$ cat src/rtl/operand_collector.sv
// operand_collector
// -----------------
// Gathers the rs/rt operands of every enabled thread of a block from a
// banked thread register file that has one registered read port. A read is
// issued every cycle while collecting; the returned data is written into the
// per-thread rs/rt slots one edge later, guided by a one-deep pipeline tag.
//
// FSM: IDLE -> ISSUE -> DRAIN -> DONE -> IDLE
//   IDLE  : wait for start; latch mask/addresses and clear all slots.
//           An all-zero mask jumps straight to DONE.
//   ISSUE : one read per cycle, enabled threads in ascending order.
//           Single-port: t.rs then t.rt. Dual-port: rs and rt together.
//   DRAIN : no read; the final capture lands at the end of this cycle.
//   DONE  : done pulse for one cycle.
//
// Optional feature: define OPERAND_COLLECTOR_DUAL_PORT_EN to add a second
// read address/data pair so that rs and rt are fetched in the same cycle.
//
// Ports:
//   clk, reset          clock, synchronous active-high reset
//   start               collection request, sampled only in IDLE
//   thread_enable       active-thread mask, latched on accepted start
//   decoded_rs_address  rs register index, latched on accepted start
//   decoded_rt_address  rt register index, latched on accepted start
//   rf_read_valid       a read is issued this cycle
//   rf_read_thread      target thread bank (0 when no read)
//   rf_read_address     register index (rs in dual-port build; 0 when no read)
//   rf_read_data        data for the read issued in the previous cycle
//   rf_rt_read_address  (dual-port only) rt index, 0 when no read
//   rf_rt_read_data     (dual-port only) rt data for the previous cycle's read
//   rs, rt              flat operand vectors, thread t at [t*DATA_BITS +: DATA_BITS]
//   busy                FSM is not in IDLE
//   done                one-cycle pulse, rs/rt valid and stable
//   fsm_state           debug view of the FSM state (IDLE=0 ISSUE=1 DRAIN=2 DONE=3)
//
// Handshake: start is a level sampled on a rising edge while busy=0; it is
// accepted exactly on that edge and ignored (not queued) while busy=1.
// rf_read_valid is a pure issue strobe; the register file never stalls, so
// rf_read_data is consumed unconditionally one edge after each issue.

module operand_collector #(
  parameter int THREADS_PER_BLOCK = 4,
  parameter int DATA_BITS = 8,
  localparam int TID_BITS = (THREADS_PER_BLOCK > 1) ? $clog2(THREADS_PER_BLOCK) : 1
) (
  input  logic                                   clk,
  input  logic                                   reset,
  input  logic                                   start,
  input  logic [THREADS_PER_BLOCK-1:0]           thread_enable,
  input  logic [3:0]                             decoded_rs_address,
  input  logic [3:0]                             decoded_rt_address,
  output logic                                   rf_read_valid,
  output logic [TID_BITS-1:0]                    rf_read_thread,
  output logic [3:0]                             rf_read_address,
  input  logic [DATA_BITS-1:0]                   rf_read_data,
`ifdef OPERAND_COLLECTOR_DUAL_PORT_EN
  output logic [3:0]                             rf_rt_read_address,
  input  logic [DATA_BITS-1:0]                   rf_rt_read_data,
`endif
  output logic [THREADS_PER_BLOCK*DATA_BITS-1:0] rs,
  output logic [THREADS_PER_BLOCK*DATA_BITS-1:0] rt,
  output logic                                   busy,
  output logic                                   done,
  output logic [1:0]                             fsm_state
);

  typedef enum logic [1:0] {
    IDLE  = 2'd0,
    ISSUE = 2'd1,
    DRAIN = 2'd2,
    DONE  = 2'd3
  } state_t;

  state_t state, state_nxt;

  logic [THREADS_PER_BLOCK-1:0] mask_q;
  logic [3:0]                   rs_addr_q;
  logic [3:0]                   rt_addr_q;
  logic [TID_BITS-1:0]          cur_thread, cur_thread_nxt;

  logic [THREADS_PER_BLOCK-1:0][DATA_BITS-1:0] rs_q;
  logic [THREADS_PER_BLOCK-1:0][DATA_BITS-1:0] rt_q;

  // Pipeline tag describing the read whose data arrives on the next edge.
  logic                tag_valid;
  logic [TID_BITS-1:0] tag_thread;

`ifndef OPERAND_COLLECTOR_DUAL_PORT_EN
  // Single-port build: 0 = rs read of cur_thread, 1 = rt read.
  logic cur_rt, cur_rt_nxt;
  logic tag_rt;
`endif

  logic                accept;
  logic [TID_BITS:0]   first_en;  // {found, index} over the incoming mask
  logic [TID_BITS:0]   next_en;   // {found, index} above cur_thread

  // Lowest enabled thread strictly above 'after'. Scanning downward lets the
  // last hit (the lowest index) win.
  function automatic logic [TID_BITS:0] find_next(
    input logic [THREADS_PER_BLOCK-1:0] mask,
    input int                           after
  );
    logic [TID_BITS:0] res;
    res = '0;
    for (int t = THREADS_PER_BLOCK - 1; t >= 0; t--) begin
      if (mask[t] && (t > after)) res = {1'b1, TID_BITS'(t)};
    end
    return res;
  endfunction

  assign accept   = (state == IDLE) && start;
  assign first_en = find_next(thread_enable, -1);
  assign next_en  = find_next(mask_q, int'(cur_thread));

  // Next-state and issue outputs
  always_comb begin
    state_nxt       = state;
    cur_thread_nxt  = cur_thread;
    rf_read_valid   = 1'b0;
    rf_read_thread  = '0;
    rf_read_address = '0;
`ifdef OPERAND_COLLECTOR_DUAL_PORT_EN
    rf_rt_read_address = '0;
`else
    cur_rt_nxt      = cur_rt;
`endif

    case (state)
      IDLE: begin
        if (start) begin
          if (|thread_enable) begin
            state_nxt      = ISSUE;
            cur_thread_nxt = first_en[TID_BITS-1:0];
`ifndef OPERAND_COLLECTOR_DUAL_PORT_EN
            cur_rt_nxt     = 1'b0;
`endif
          end else begin
            state_nxt = DONE;
          end
        end
      end

      ISSUE: begin
        rf_read_valid  = 1'b1;
        rf_read_thread = cur_thread;
`ifdef OPERAND_COLLECTOR_DUAL_PORT_EN
        rf_read_address    = rs_addr_q;
        rf_rt_read_address = rt_addr_q;
        if (next_en[TID_BITS]) cur_thread_nxt = next_en[TID_BITS-1:0];
        else                   state_nxt      = DRAIN;
`else
        rf_read_address = cur_rt ? rt_addr_q : rs_addr_q;
        if (!cur_rt) begin
          cur_rt_nxt = 1'b1;
        end else begin
          cur_rt_nxt = 1'b0;
          if (next_en[TID_BITS]) cur_thread_nxt = next_en[TID_BITS-1:0];
          else                   state_nxt      = DRAIN;
        end
`endif
      end

      DRAIN:   state_nxt = DONE;
      DONE:    state_nxt = IDLE;
      default: state_nxt = IDLE;
    endcase
  end

  always_ff @(posedge clk) begin
    if (reset) begin
      state      <= IDLE;
      mask_q     <= '0;
      rs_addr_q  <= '0;
      rt_addr_q  <= '0;
      cur_thread <= '0;
      tag_valid  <= 1'b0;
      tag_thread <= '0;
      rs_q       <= '0;
      rt_q       <= '0;
`ifndef OPERAND_COLLECTOR_DUAL_PORT_EN
      cur_rt     <= 1'b0;
      tag_rt     <= 1'b0;
`endif
    end else begin
      state      <= state_nxt;
      cur_thread <= cur_thread_nxt;
      tag_valid  <= rf_read_valid;
      tag_thread <= rf_read_thread;
`ifndef OPERAND_COLLECTOR_DUAL_PORT_EN
      cur_rt     <= cur_rt_nxt;
      tag_rt     <= cur_rt;
`endif
      if (accept) begin
        mask_q    <= thread_enable;
        rs_addr_q <= decoded_rs_address;
        rt_addr_q <= decoded_rt_address;
        rs_q      <= '0;
        rt_q      <= '0;
      end else if (tag_valid) begin
        // tag_valid is never set in IDLE, so capture cannot collide with
        // the slot clear above.
`ifdef OPERAND_COLLECTOR_DUAL_PORT_EN
        rs_q[tag_thread] <= rf_read_data;
        rt_q[tag_thread] <= rf_rt_read_data;
`else
        if (tag_rt) rt_q[tag_thread] <= rf_read_data;
        else        rs_q[tag_thread] <= rf_read_data;
`endif
      end
    end
  end

  assign rs        = rs_q;
  assign rt        = rt_q;
  assign busy      = (state != IDLE);
  assign done      = (state == DONE);
  assign fsm_state = state;

endmodule

$ cat config.mk
export PLATFORM = sky130hd
export DESIGN_NAME = operand_collector
export DESIGN_NICKNAME = d
export VERILOG_FILES = /design/src/rtl/operand_collector.sv
export SDC_FILE = /design/constraint.sdc
export NUM_CORES = 1
export LEC_CHECK = 0
export ABC_AREA = 1
export CORE_MARGIN = 2
export CORE_UTILIZATION = 50
export DETAILED_ROUTE_END_ITERATION = 16
export GPL_TIMING_DRIVEN = 0
export PLACE_DENSITY_LB_ADDON = 0.08
export RECOVER_POWER = 100
export SETUP_SLACK_MARGIN = 0.2
export SLEW_MARGIN = 20
export SYNTH_ARGS = -nofsm -noshare
export SYNTH_HDL_FRONTEND = slang
export SYNTH_SLANG_ARGS = --single-unit
$ cat constraint.sdc
create_clock -name clk -period 2.04 [get_ports clk]
set_input_delay 0.408 -clock clk [delete_from_list [all_inputs] [get_ports clk]]
set_output_delay 0.408 -clock clk [all_outputs]
set_load 0.01 [all_outputs]
Yosys cells after proc, flatten, opt, wreduce, memory -nomap -nowiden
Index checks and enable logic that the tools add are counted.

storage, ports and cells
  input bits = 23
  register bits after elaboration = 85
  logic and storage cells = 75
  output and inout port bits = 75

operators by class
  order comparisons = 5
  muxes and demuxes = 29
  bitwise operators = 1
  equality and inequality tests = 8
  reduce and logical (&&, ||, !) cells = 15

operators by type and width
  operator                                                            number
  bitwise mux 32 bit                                                  2
  two-way mux 2 bit                                                   13
  demux 8 bit (select 2 bit)                                          1
  two-way mux 3 bit                                                   3
  two-way mux 4 bit                                                   2
  two-way mux 8 bit                                                   1
  inequality test 2 bit (second input constant)                       4
  case mux 2 bit (4 select lines)                                     1
  AND reduction 3 bit                                                 2
  logical AND 1 bit                                                   5
  AND reduction 5 bit                                                 1
  equality test 2 bit (second input constant)                         2
  > comparator 2 bit (first input constant)                           2
  two-way mux 1 bit                                                   4
  case mux 2 bit (2 select lines)                                     1
  AND reduction 2 bit                                                 2
  nonzero test 2 bit                                                  2
  OR reduction 4 bit                                                  1
  less-than comparator 2 x 3 -> 1 bit (second input constant)         1
  equality test 2 x 1 -> 1 bit (second input constant)                1
  greater-or-equal comparator 2 x 1 -> 1 bit (second input constant)  1
  > comparator 1 x 2 -> 1 bit (first input constant)                  1
  zero test 2 bit                                                     1
  inequality test 2 x 1 -> 1 bit (second input constant)              1
  other kinds (3)                                                     3

Longest topological paths before layout
Gate-level depths: netlist (run 1).

  word-level depth = 8
  mapped depth = 11
  gate-level depth less buffers = 11

Worst setup path before layout (run 1)
Ideal clock, no wire load.

  path kind = register to output
  start point = register state[1] (netlist: fsm_state[1])
  end point = output rf_read_address[1]
  cell stages (with the launch flop) = 6
  required time = 1.632 ns
  arrival time = 1.093 ns
  path buffers = 1
  slack = 0.539 ns
  cells stage by stage = dfxtp_1 > inv_1 > ha_1 > buf_4 > inv_2 > a21oi_1

on the way
  cells in the longest elaborated chain, start to end = 2

ends and longest elaborated chain
  element                       line  RTL
  start: declaration            74    state_t state, state_nxt;
  start signal: assignment      186   state <= state_nxt;
  equality test 2 x 1 -> 1 bit  129   case (state)
  two-way mux 4 bit             129
  end: declaration              54    output logic [3:0] rf_read_address,

No other way between the ends.

Worst setup path after layout (run 1)
  start point = register state[1] (netlist: fsm_state[1])
  end point = output rf_read_address[3]

The elaborated chain is that of the path after synthesis.

==> results of run 1 <==
## power breakdown
part	total (mW)	switching, mW	internal, mW	leakage (nW)
Clock	1.41	0.595	0.813	0.109
Sequential	1.87	0.102	1.77	0.682
Combinational	1.11	0.696	0.410	1.14
Total	4.39	1.39	2.99	1.93
## sequential cells by signal, indices dropped and copies added, names as in the netlist
signal and cells:
tag_rt 1, tag_thread 2, cur_rt 1, cur_thread 2
rs 32, mask_q 3, rt_addr_q 4, tag_valid 1
rt 32, fsm_state 2, rs_addr_q 4
## routing by layer
| metal | track usage | share of wire | routed length (µm) | vias up |
|---|---|---|---|---|
| met5 | 0 | 0 | 0 | - |
| met4 | 0.07937 | 0.013 | 114 | 0 |
| met3 | 0.05545 | 0.062 | 531 | 16 |
| met2 | 0.3928 | 0.48 | 4152 | 110 |
| met1 | 0.3256 | 0.44 | 3823 | 1473 |
| li1 | - | - | - | 1618 |
## how the worst max path moves through the flow
stage / cells past startpoint / startpoint / endpoint / slack (ns)
floorplan: 5 / fsm_state[1]$_SDFFE_PP0P_ / rf_read_address[1] / 0.54
global placement: 6 / fsm_state[1]$_SDFFE_PP0P_ / rf_read_address[1] / 0.06
detailed placement: 6 / fsm_state[1]$_SDFFE_PP0P_ / rf_read_address[1] / 0.09
CTS: 6 / fsm_state[1]$_SDFFE_PP0P_ / rf_read_address[0] / 0.11
global route: 7 / fsm_state[1]$_SDFFE_PP0P_ / rf_read_address[3] / 0.08
finish: 7 / fsm_state[1]$_SDFFE_PP0P_ / rf_read_address[3] / 0.15
## cells in the mapped netlist
| master | instances | share of area |
|---|---|---|
| sky130_fd_sc_hd__a21boi_2 | 1 | 0.0034 |
| sky130_fd_sc_hd__a21oi_1 | 65 | 0.098 |
| sky130_fd_sc_hd__a21oi_2 | 6 | 0.016 |
| sky130_fd_sc_hd__a31oi_1 | 1 | 0.0019 |
| sky130_fd_sc_hd__buf_2 | 15 | 0.023 |
| sky130_fd_sc_hd__buf_4 | 2 | 0.0045 |
| sky130_fd_sc_hd__clkbuf_2 | 1 | 0.0015 |
| sky130_fd_sc_hd__clkinv_2 | 6 | 0.0091 |
| sky130_fd_sc_hd__dfxtp_1 | 84 | 0.51 |
| sky130_fd_sc_hd__ha_1 | 5 | 0.019 |
| sky130_fd_sc_hd__inv_1 | 20 | 0.023 |
| sky130_fd_sc_hd__inv_2 | 3 | 0.0034 |
| sky130_fd_sc_hd__nand2_1 | 164 | 0.19 |
| sky130_fd_sc_hd__nand2_2 | 8 | 0.015 |
| sky130_fd_sc_hd__nand3_1 | 5 | 0.0076 |
| sky130_fd_sc_hd__nor2_1 | 36 | 0.041 |
| sky130_fd_sc_hd__nor2_2 | 2 | 0.0038 |
| sky130_fd_sc_hd__nor2_4 | 2 | 0.0068 |
| sky130_fd_sc_hd__o21ai_0 | 16 | 0.024 |
| sky130_fd_sc_hd__o21ai_2 | 1 | 0.0026 |
| sky130_fd_sc_hd__o22ai_1 | 1 | 0.0019 |
## what timing repair did
item	in CTS	in global routing
buffers inserted	4	1
endpoints found under the setup margin	9	7
pin swaps	0	3
gates resized for setup	28	13
## cell type report
cell class              count  area (µm²)  area share
clock inverters             6       112.6     0.02479
multi-input cells         313        1413      0.3109
well taps                  77       96.34     0.02121
clock buffers              10       127.6     0.02809
inverters                  29       118.9     0.02616
plain buffers              18       95.09     0.02093
flip-flops and latches     84        1689      0.3718
repair buffers             94       890.9      0.1961
## cells by family after synthesis
| family | count (synthesis) | share of synthesized area |
|---|---|---|
| flops | 84 | 0.5085 |
| buf+inv | 47 | 0.06394 |
| compound gates | 91 | 0.1483 |
| simple gates | 217 | 0.2603 |
| fa+ha+maj | 5 | 0.01892 |
## worst min-delay path: cells and delay by family
kind	cells	cell delay, ns
buffers and inverters	1	0.17
AND/OR/NAND/NOR	1	0.09
AO/OA/AOI/OAI	1	0.05
==> impl_summary.md, run 1 <==
Outcome
The flow ran to the end, and the final reports show no timing, DRC or antenna violations.

Final layout
At the end of the flow, the number of nets in the layout was 577. In the final layout, the share of cells above drive strength 1 is 0.1155. The core occupancy in the finished layout is 0.7114. The layout overhead on the synthesized area is 37.38%.

The finished layout holds 631 standard cells, fillers aside. The final cell area excluding filler cells is 4543 µm². The number of fill cells is 544. The top cell types in the final layout, fill and taps aside, are sky130_fd_sc_hd__nand2_1 (165), sky130_fd_sc_hd__dfxtp_1 (82), sky130_fd_sc_hd__a21oi_1 (69). The repair_antennas step left the layout with diodes totalling 0. The most common cell after layout, fill and taps aside is sky130_fd_sc_hd__nand2_1.

Floorplanning
The number of I/O pins is 98. The overall die area is 7280 µm². The number of placement rows is 29. For this configuration, the core starts out at a cell density of 0.5178. The region available for standard cell placement spans 6386 µm². The y dimension of the die is 85.33 µm. The die is 85.33 µm wide.

STA
The worst pin sits at a relative slew slack of 0.7230. The worst hold margin is 0.4025 ns. The shortest period the worst path allows is roughly 1.9 ns. Of the available clock period, the critical path in the final layout requires 0.9246.

Between clock sinks in the finished design, the worst skew comes to 0.01290 ns. Setup repair after global routing could not meet its margin everywhere. Setup violations remaining at the end of the flow were counted as 0. The setup TNS is 0 ns. The number of endpoints with negative hold slack in the final report is 0.

The maximum clock frequency is ~530 MHz. The number of max-slew violations in the final report is 0. The measured slew at the worst slew-check pin is 0.4154 ns.

Setup slack on the critical path of the routed design comes to 0.1538 ns.

Worst setup path
The worst setup path is launched from a register. The largest single stage delay on the critical path is 0.36 ns. In this run the critical register-to-register path is launched from fsm_state[0]$_SDFFE_PP0P_. The slowest cell on the critical path is sky130_fd_sc_hd__dfxtp_4.

The arrival time of the worst setup path is 1.48 ns. The number of buffers and inverters on the critical path is 4. The critical path goes through inv_4 -> ha_4 -> buf_6 -> buf_6 -> o21ai_2 -> nor2_1 -> clkbuf_1.

The cell type with the highest occurrence count on the critical path is sky130_fd_sc_hd__buf_6. The kind of critical path is register to output port. The cell type group with the largest total delay on the critical path is buffers and inverters. Of all nets on the critical path, the largest fanout is 5. The destination of the worst register-to-register timing path is rt[2]$_SDFFE_PP0P_. The type of element capturing the critical path is an output port. The data required time of the critical path is 1.63 ns. The number of cells on the worst reg-to-reg path is 7. In this run the register-to-register setup slack is 0.25 ns.

Worst hold path
The class of the tightest hold or removal check is input pin to register. The cell depth of the worst hold path is 3. The start point of the worst min-delay path is rf_read_data[7]. The end point of the worst hold path is rt[23]$_SDFFE_PP0P_.

Placement
The detailed placement HPWL is ~6000 µm. The number of placed instances, taps included, is 610. The cell area after placement is 4294 µm². The pre-CTS worst setup slack is 0.08964 ns. The number of port buffers is 89. The weighted congestion reported at the end of routability-driven placement is 0.8386.

Synth
Of the synthesized area, sequential elements account for 0.5085. The number of different library cells in the post-synthesis netlist is 21. The average footprint of a synthesized cell is 7.448 µm². The synthesized instance count is 444. Counting every net in the synthesized netlist gives 472. The number of warnings printed during yosys synthesis is 0. The mapped netlist covers 3307 µm². Synthesis inferred 84 register bits.

Clock tree
The number of buffers created by CTS is 9. The buffer depth of the longest clock path is 2. The total clock sinks is 84. In this run the number of H-tree levels came out at 3. Clock latency on the worst-skew pair, taken at its later pin, is approximately 0.36 ns.

The TritonCTS clock tree is built. After clock tree synthesis, the clock-pin slew on the worst setup and hold paths is 0.09 ns. CTS placed an instance of sky130_fd_sc_hd__clkbuf_8 at the clock tree root. The number of hold buffers added after CTS was 0.

Detailed routing
The first-pass iteration count of the detailed router is 5. For this block, the initial DRC count from the detailed router was roughly 170. Using the TritonRoute via totals, the vias-per-cell ratio works out to 5.098.

After detailed routing, the average wire length per cell comes to 13.66 µm. The number of nets with antenna violations after routing is 0. The via count of the routed design is 3217. For this block, the routed nets add up to 8622 µm of wire. The number of design rule violations left after detail routing is 0.

Global routing
The via count of the first global-routing pass is about 3000. The global-route total usage across every layer is 0.2439. The first global-routing pass estimated around 14000 µm of wire. Entering global routing, the biggest net connects 15 pins.

The initial antenna violation count is 0. The total overflow left after global routing is 0.

Pwr
The static power due to leakage is 1.930 nW. The maximum VDD drop is 0.6558 mV. The overall power consumption is 4.386 mW. The ratio of total power to cell area is 965.4 nW/µm².

Flow run
The number of maximum-capacitance constraint violations is 0.
Power figures use the tool's default switching activity.
==> run 2, diff against run 1 <==
- GPL_TIMING_DRIVEN: 0 -> not set
==> run 2 against run 1 <==
Compared with the run above: setup slack got worse by 0.0094 ns; combinational power rose by 5%; via count fell by 1.6%; clock-buffer cell count did not move; maximum frequency fell by 0.50%; utilization rose by 0.41 points; die area did not move; worst hold slack improved by 0.060 ns; total power fell by 2.1%; sequential share of layout area fell by 0.38 points; routed wire length fell by 2.0%; critical path depth fell by 5; critical path type unchanged; critical endpoint is now fsm_state[0].
==> impl_summary.md, run 2 (same netlist as run 1, synthesis figures left out) <==
Worst setup path
The source of the worst register-to-register timing path is fsm_state[0]$_SDFFE_PP0P_. The path depth of the worst reg2reg path is 8 (+1). Among all stages on the critical path, the largest delay is contributed by sky130_fd_sc_hd__dlygate4sd3_1. The number of buffers and inverters on the critical path is 2 (-2). The kind of cell with the highest combined delay along the critical path is buffers and inverters. The kind of start point of the critical path is a register. The signal on the critical path passes through buf_4 -> dlygate4sd3_1. The register-to-register setup slack came to 0.30 ns (+0.05 ns). The critical path in this run is classified as register to output port.

The type of element capturing the critical path is an output port. The maximum fanout along the worst path came to 4 (-1). The data required time of the critical path was 1.63 ns (about the same). The destination of the worst register-to-register timing path is mask_q[2]$_SDFFE_PP0P_. The arrival time of the worst setup path came to 1.49 ns (about the same). The maximum cell stage delay along the critical path is 0.60 ns (+0.24 ns).

Worst hold path
The cell depth of the worst hold path is 2 (-1). The startpoint identified for the worst hold timing path is rt[26]$_SDFFE_PP0P_. The class of the tightest hold or removal check is register to register. The end point of the worst hold path is rt[26]$_SDFFE_PP0P_.

Detailed routing
The number of design rule violations left after detail routing is 0 (unchanged). The number of nets with antenna violations after routing is 0 (unchanged). The first-pass iteration count of the detailed router came to 6 (+1). The detailed-route wire length per cell is 13.47 µm (-1.4%).

The detailed router's first-iteration violation count came to 125 (-28%). The routed wire length is 8447 µm (-2.0%). The detail-routed via count per cell was 5.046 (-1.0%). The via count of the routed design was 3164 (-1.6%).

Placement
The number of port buffers is 97 (+9.0%). The detailed placement HPWL is 5896 µm (-1.0%). The pre-CTS worst setup slack is 0.08353 ns (-0.006105 ns). The weighted congestion reported at the end of routability-driven placement is 0.8699 (+3.7%).

The number of placed instances with taps included is 609 (-0.16%).

Final layout
The non-filler instance count after layout is 627 (-0.63%). The core occupancy in the finished layout was 0.7155 (+0.004114). The library cells used most frequently in the layout, excluding fill and tap cells, are sky130_fd_sc_hd__nand2_1 (164), sky130_fd_sc_hd__dfxtp_1 (84), sky130_fd_sc_hd__a21oi_1 (69).

The post-layout net count is 573 (-0.69%). Leaving out fill and tap cells, the most frequent cell in the layout is sky130_fd_sc_hd__nand2_1. The share of final-layout standard cells stronger than drive strength 1 is 0.09818 (-0.01734).

The count of inserted antenna diode cells is 0 (unchanged). The number of fill cells is 552 (+1.5%). The area growth from synthesis to layout is 38.18%.

Clock tree
The root buffer cell chosen for the clock tree is sky130_fd_sc_hd__clkbuf_8. The total clock sinks came to 84 (unchanged). The TritonCTS clock tree is built.

The CTS clock-pin slew for the worst setup and hold paths came to 0.08 ns (about the same). The number of buffers created by CTS is 9 (unchanged). The level count of the clock H-tree was 3 (unchanged). The clock network latency to the later pin of the worst-skew pair is 0.35 ns (about the same).

The buffer depth of the longest clock path is 2 (unchanged).

Global routing
The global-route wire length before repair came to 13590 µm (-3.1%). The via count of the first global-routing pass is 2961 (-0.84%). The maximum number of pins on one net before global-route repair was 65 (+50). The final global-route overflow total is 0 (unchanged). The global-route total usage across every layer came to 0.2366 (-0.007283). The initial antenna violation count was 0 (unchanged).

STA
The number of setup violations in the final report was 0 (unchanged). Setup repair after global routing left no endpoint under its margin. The measured slew at the worst slew-check pin was 0.5519 ns (+0.1364 ns).

The final clock skew came to 0.007869 ns (-0.005036 ns). The shortest period the worst path allows came to 1.896 ns (+0.009412 ns). The final critical-path setup slack came to 0.1444 ns (-0.009412 ns).

The setup TNS is 0 ns (unchanged). The relative slew slack was 0.6321 (-0.09096). The final critical-path share of the clock period is 0.9292 (+0.004614). The maximum clock frequency is 527.5 MHz (-0.50%). The number of endpoints with negative hold slack in the final report was 0 (unchanged). The worst hold margin is 0.4628 ns (+0.06023 ns). The number of max-slew violations in the final report came to 0 (unchanged).

Floorplanning
The total core area is 6386 µm² (unchanged). The number of I/O pins is 98 (unchanged). The initial standard-cell utilization of the core is 0.5178 (unchanged).

The y dimension of the die is 85.33 µm (unchanged). The number of placement rows was 29 (unchanged). The overall die area was 7280 µm² (unchanged). The overall die width is 85.33 µm (unchanged).

Pwr
The maximum VDD drop is 0.5922 mV (-9.7%). The static power due to leakage came to 1.961 nW (+1.6%). The ratio of total power to cell area is 940.0 nW/µm² (-2.6%).

Outcome
The flow ran to the end, and the final reports show no timing, DRC or antenna violations.

Flow run
The number of maximum-capacitance constraint violations is 0 (unchanged).
run 2: repair_timing:
item                       in CTS  in global routing
gates cloned                    0                  0
resized for setup              21                  4
hold buffers                    0                  0
pin swaps                       1                  1
hold endpoints to repair        0                  0
setup endpoints to repair       9                  6
setup buffers                   1                  1
run 2: per-layer routing:
layer / part of all wire / GRT usage / routed length, µm / up-vias
met2: 0.49 / 0.3800 / 4102 / 94
li1: - / - / - / 1608
met4: 0.016 / 0.1111 / 131 / 0
met3: 0.068 / 0.05642 / 572 / 10
met1: 0.43 / 0.3005 / 3641 / 1452
met5: 0 / 0 / 0 / -
run 2: worst max-delay path by stage:
stage	from	end	slack (ns)	depth (start not counted)
6_report	fsm_state[0]$_SDFFE_PP0P_	fsm_state[0]	0.14	2
5_1_grt	fsm_state[0]$_SDFFE_PP0P_	fsm_state[0]	0.11	2
4_1_cts	fsm_state[0]$_SDFFE_PP0P_	busy	0.20	5
3_5_place_dp	fsm_state[1]$_SDFFE_PP0P_	rf_read_address[2]	0.08	5
3_3_place_gp	fsm_state[1]$_SDFFE_PP0P_	rf_read_address[3]	0.12	5
2_1_floorplan	fsm_state[1]$_SDFFE_PP0P_	rf_read_address[1]	0.54	5
run 2: layout make-up:
class                      instances  area (µm²)  area share
tap                               77       96.34     0.02108
sequential                        84        1682      0.3680
clock inverter                     6       87.58     0.01917
timing repair buffer             108        1052      0.2303
multi-input combinational        313        1408      0.3081
inverter                          29       116.4     0.02547
clock buffer                      10       127.6     0.02793
run 2: stage by stage:
step	cell area [µm²]	power [mW]
2_1_floorplan	3307	2.598
3_3_place_gp	4359	3.015
3_5_place_dp	4359	3.043
4_1_cts	4591	4.320
5_1_grt	4569	4.520
6_report	4569	4.295
run 2: power by group:
part / total [mW] / internal, mW / leakage [nW] / switching, mW
logic: 1.16 / 0.456 / 1.17 / 0.699
clock network: 1.28 / 0.692 / 0.111 / 0.592
registers: 1.86 / 1.76 / 0.680 / 0.0938
run 2: worst register-to-register path: stages, from the launching register on:
cell and delay (ns):
sky130_fd_sc_hd__dfxtp_1 0.35, sky130_fd_sc_hd__buf_4 0.16, sky130_fd_sc_hd__inv_2 0.07, sky130_fd_sc_hd__ha_1 0.19, sky130_fd_sc_hd__nand2_1 0.10, sky130_fd_sc_hd__inv_1 0.08
sky130_fd_sc_hd__clkbuf_1 0.44, sky130_fd_sc_hd__o21ai_0 0.15, sky130_fd_sc_hd__a21oi_1 0.13
==> edit, RTL diff (flow settings as in run 2) <==
`THREADS_PER_BLOCK`: 4 -> 2.
--- a/src/rtl/operand_collector.sv
+++ b/src/rtl/operand_collector.sv
@@ -40,5 +40,5 @@
 
 module operand_collector #(
-  parameter int THREADS_PER_BLOCK = 4,
+  parameter int THREADS_PER_BLOCK = 2,
   parameter int DATA_BITS = 8,
   localparam int TID_BITS = (THREADS_PER_BLOCK > 1) ? $clog2(THREADS_PER_BLOCK) : 1
Ports: changed (resized rf_read_thread, rs, rt and thread_enable); port bits go from 98 to 63. No check against the original RTL was run, so the function may have changed too.
==> edit against run 2 <==
Synthesized area fell by 40%. Combinational power down 32%. Sequential cell count shrank 36. Highest routed layer unchanged. Critical endpoint is now rf_read_address[0]. Critical path type unchanged. Clock skew rose by 0.00068 ns. Total power is 43% lower. Routed wire length decreased by 45%. Design area fell by 40%. Worst setup slack better by 0.066 ns. Final cell count down 41%. Largest power group unchanged. Register-to-register slack better by 0.04 ns.
==> edit: results (changes against run 2) <==
stage,metric,value,unit,change
outcome,status,"complete, no violations",,unchanged
sta,Fin Hold WS,0.4583,ns,was 0.4628 ns
worst_setup_path,FF-to-FF End,rs[1],,was mask_q[2]
worst_setup_path,path depth of the worst reg2reg path,7,,was 8
worst_setup_path,Register-to-Register Setup Slack,0.34,ns,was 0.30 ns
route,initial DRC count,181,,was 125
global_routing,largest net degree at the start of global routing,33,,was 65
sta,Worst Skew,0.008546,ns,was 0.007869 ns
sta,final setup margin,0.2103,ns,was 0.1444 ns
hold_path,Hold Path Class,reg2reg,,unchanged
yosys,commonest cells in the netlist,"nand2_1, dfxtp_1, a21oi_1",,unchanged
place,detailed-placement wirelength estimate,3302,um,was 5896 um
worst_setup_path,"Arr. time, crit path",1.42,ns,was 1.49 ns
worst_setup_path,reg2reg start,fsm_state[1],,was fsm_state[0]
hold_path,hold path depth,2,,unchanged
final_layout,nets,351,,was 573
place,RD Place Congestion,0.7939,,was 0.8699
global_routing,initial antenna violation count,0,,unchanged
yosys,Post-synth ARST share,0,,unchanged
final_layout,Fill cells,333,,was 552
pwr,Static Leak,1.161,nW,was 1.961 nW
final_layout,layout cells sized above 1,0.08642,,was 0.09818
route,WL final,4674,um,was 8447 um
global_routing,gr usage total,0.2283,,was 0.2366
final_layout,ANT cells,0,,unchanged
place,Placement Setup Slack,0.1137,ns,was 0.08353 ns
pwr,Max IR drop VDD,0.6231,mV,was 0.5922 mV
yosys,largest cells by area after synthesis,"dfxtp_1, nand2_1, a21oi_1",,unchanged
global_routing,vias in the first global route,1734,,was 2961
place,input/output buffers,62,,was 97
route,router iterations before antenna repair,4,,was 6
yosys,post-synth net total,283,,was 472
sta,relative slew slack,0.6639,,was 0.6321
clock_tree,later-pin clock latency in the skew report,0.30,ns,was 0.35 ns
yosys,dominant synthesized flop cell,dfxtp_1,,unchanged
clock_tree,htree depth,2,,was 3
clock_tree,Clock Root Buffer,clkbuf_8,,unchanged
hold_path,hold endpoint,rt[5],,was rt[26]
yosys,unique cell type count in the Yosys netlist,21,,unchanged
yosys,Synth warnings,0,,unchanged
route,Vias,1954,,was 3164
clock_tree,clock buffer count from CTS,5,,was 9
global_routing,wire length of the first global-routing pass,7679,um,was 13590 um
yosys,sequential share of the synthesized area,0.4848,,was 0.5085
worst_setup_path,crit path max fanout,7,,was 4
route,post-route ant nets,0,,unchanged
hold_path,Hold Path Origin,rt[5],,was rt[26]
-- edit: area by class of cell --
| cell class | count | area, um2 | share of cell area |
|---|---|---|---|
| tap | 48 | 60.06 | 0.02195 |
| sequential | 48 | 964.7 | 0.3525 |
| inverter | 18 | 67.56 | 0.02469 |
| timing repair buffer | 71 | 661.9 | 0.2419 |
| multi-input combinational | 180 | 904.6 | 0.3306 |
| clock buffer | 6 | 72.57 | 0.02652 |
| clock inverter | 1 | 5.005 | 0.001829 |
-- edit: per-layer routing --
metal / track usage / part of all wire / up-vias
li1: - / - / 987
met1: 0.2710 / 0.42 / 892
met2: 0.3875 / 0.50 / 65
met3: 0.06588 / 0.064 / 10
met4: 0.08673 / 0.020 / 0
met5: 0 / 0 / -
-- edit: how the worst max path moves through the flow --
stage                 start                 end  cells past startpoint
2_1_floorplan  fsm_state[1]  rf_read_address[0]                      4
3_5_place_dp   fsm_state[0]  rf_read_address[3]                      4
4_1_cts        fsm_state[1]                busy                      5
6_report       fsm_state[1]  rf_read_address[0]                      5
5_1_grt        fsm_state[1]  rf_read_address[3]                      5
3_3_place_gp   fsm_state[0]  rf_read_address[0]                      4
-- edit: report_power, final --
| part | switching [W] | internal [W] |
|---|---|---|
| clock | 0.000296 | 0.000233 |
| sequential | 0.000101 | 0.00105 |
| combinational | 0.000456 | 0.000335 |
| total | 0.000853 | 0.00161 |
-- edit: worst max-delay path, cell delays in order (launching register included) --
cell and delay, ns:
dfxtp_1 0.32, inv_1 0.15, ha_4 0.20, inv_1 0.06, a21oi_1 0.12, dlygate4sd2_1 0.28
-- edit: repair_timing --
item	4_1_cts	5_1_grt
pin swaps	1	0
cloned	0	0
resized for setup	15	4
endpoints found under the setup margin	8	5
setup buffers	2	2
-- edit: cells by family after synthesis --
logic type               Yosys count  synth area share
AND/OR/NAND/NOR                  121            0.2727
AO/OA/AOI/OAI                     53            0.1345
flip-flops                        48            0.4848
buffers and inverters             28           0.07007
adder cells (fa/ha/maj)            6           0.03788
-- edit: stage by stage --
step           instance area, um2  std cells
2_1_floorplan                1982        256
3_3_place_gp                 2641        361
3_5_place_dp                 2641        361
4_1_cts                      2753        370
5_1_grt                      2736        372
6_report                     2736        372
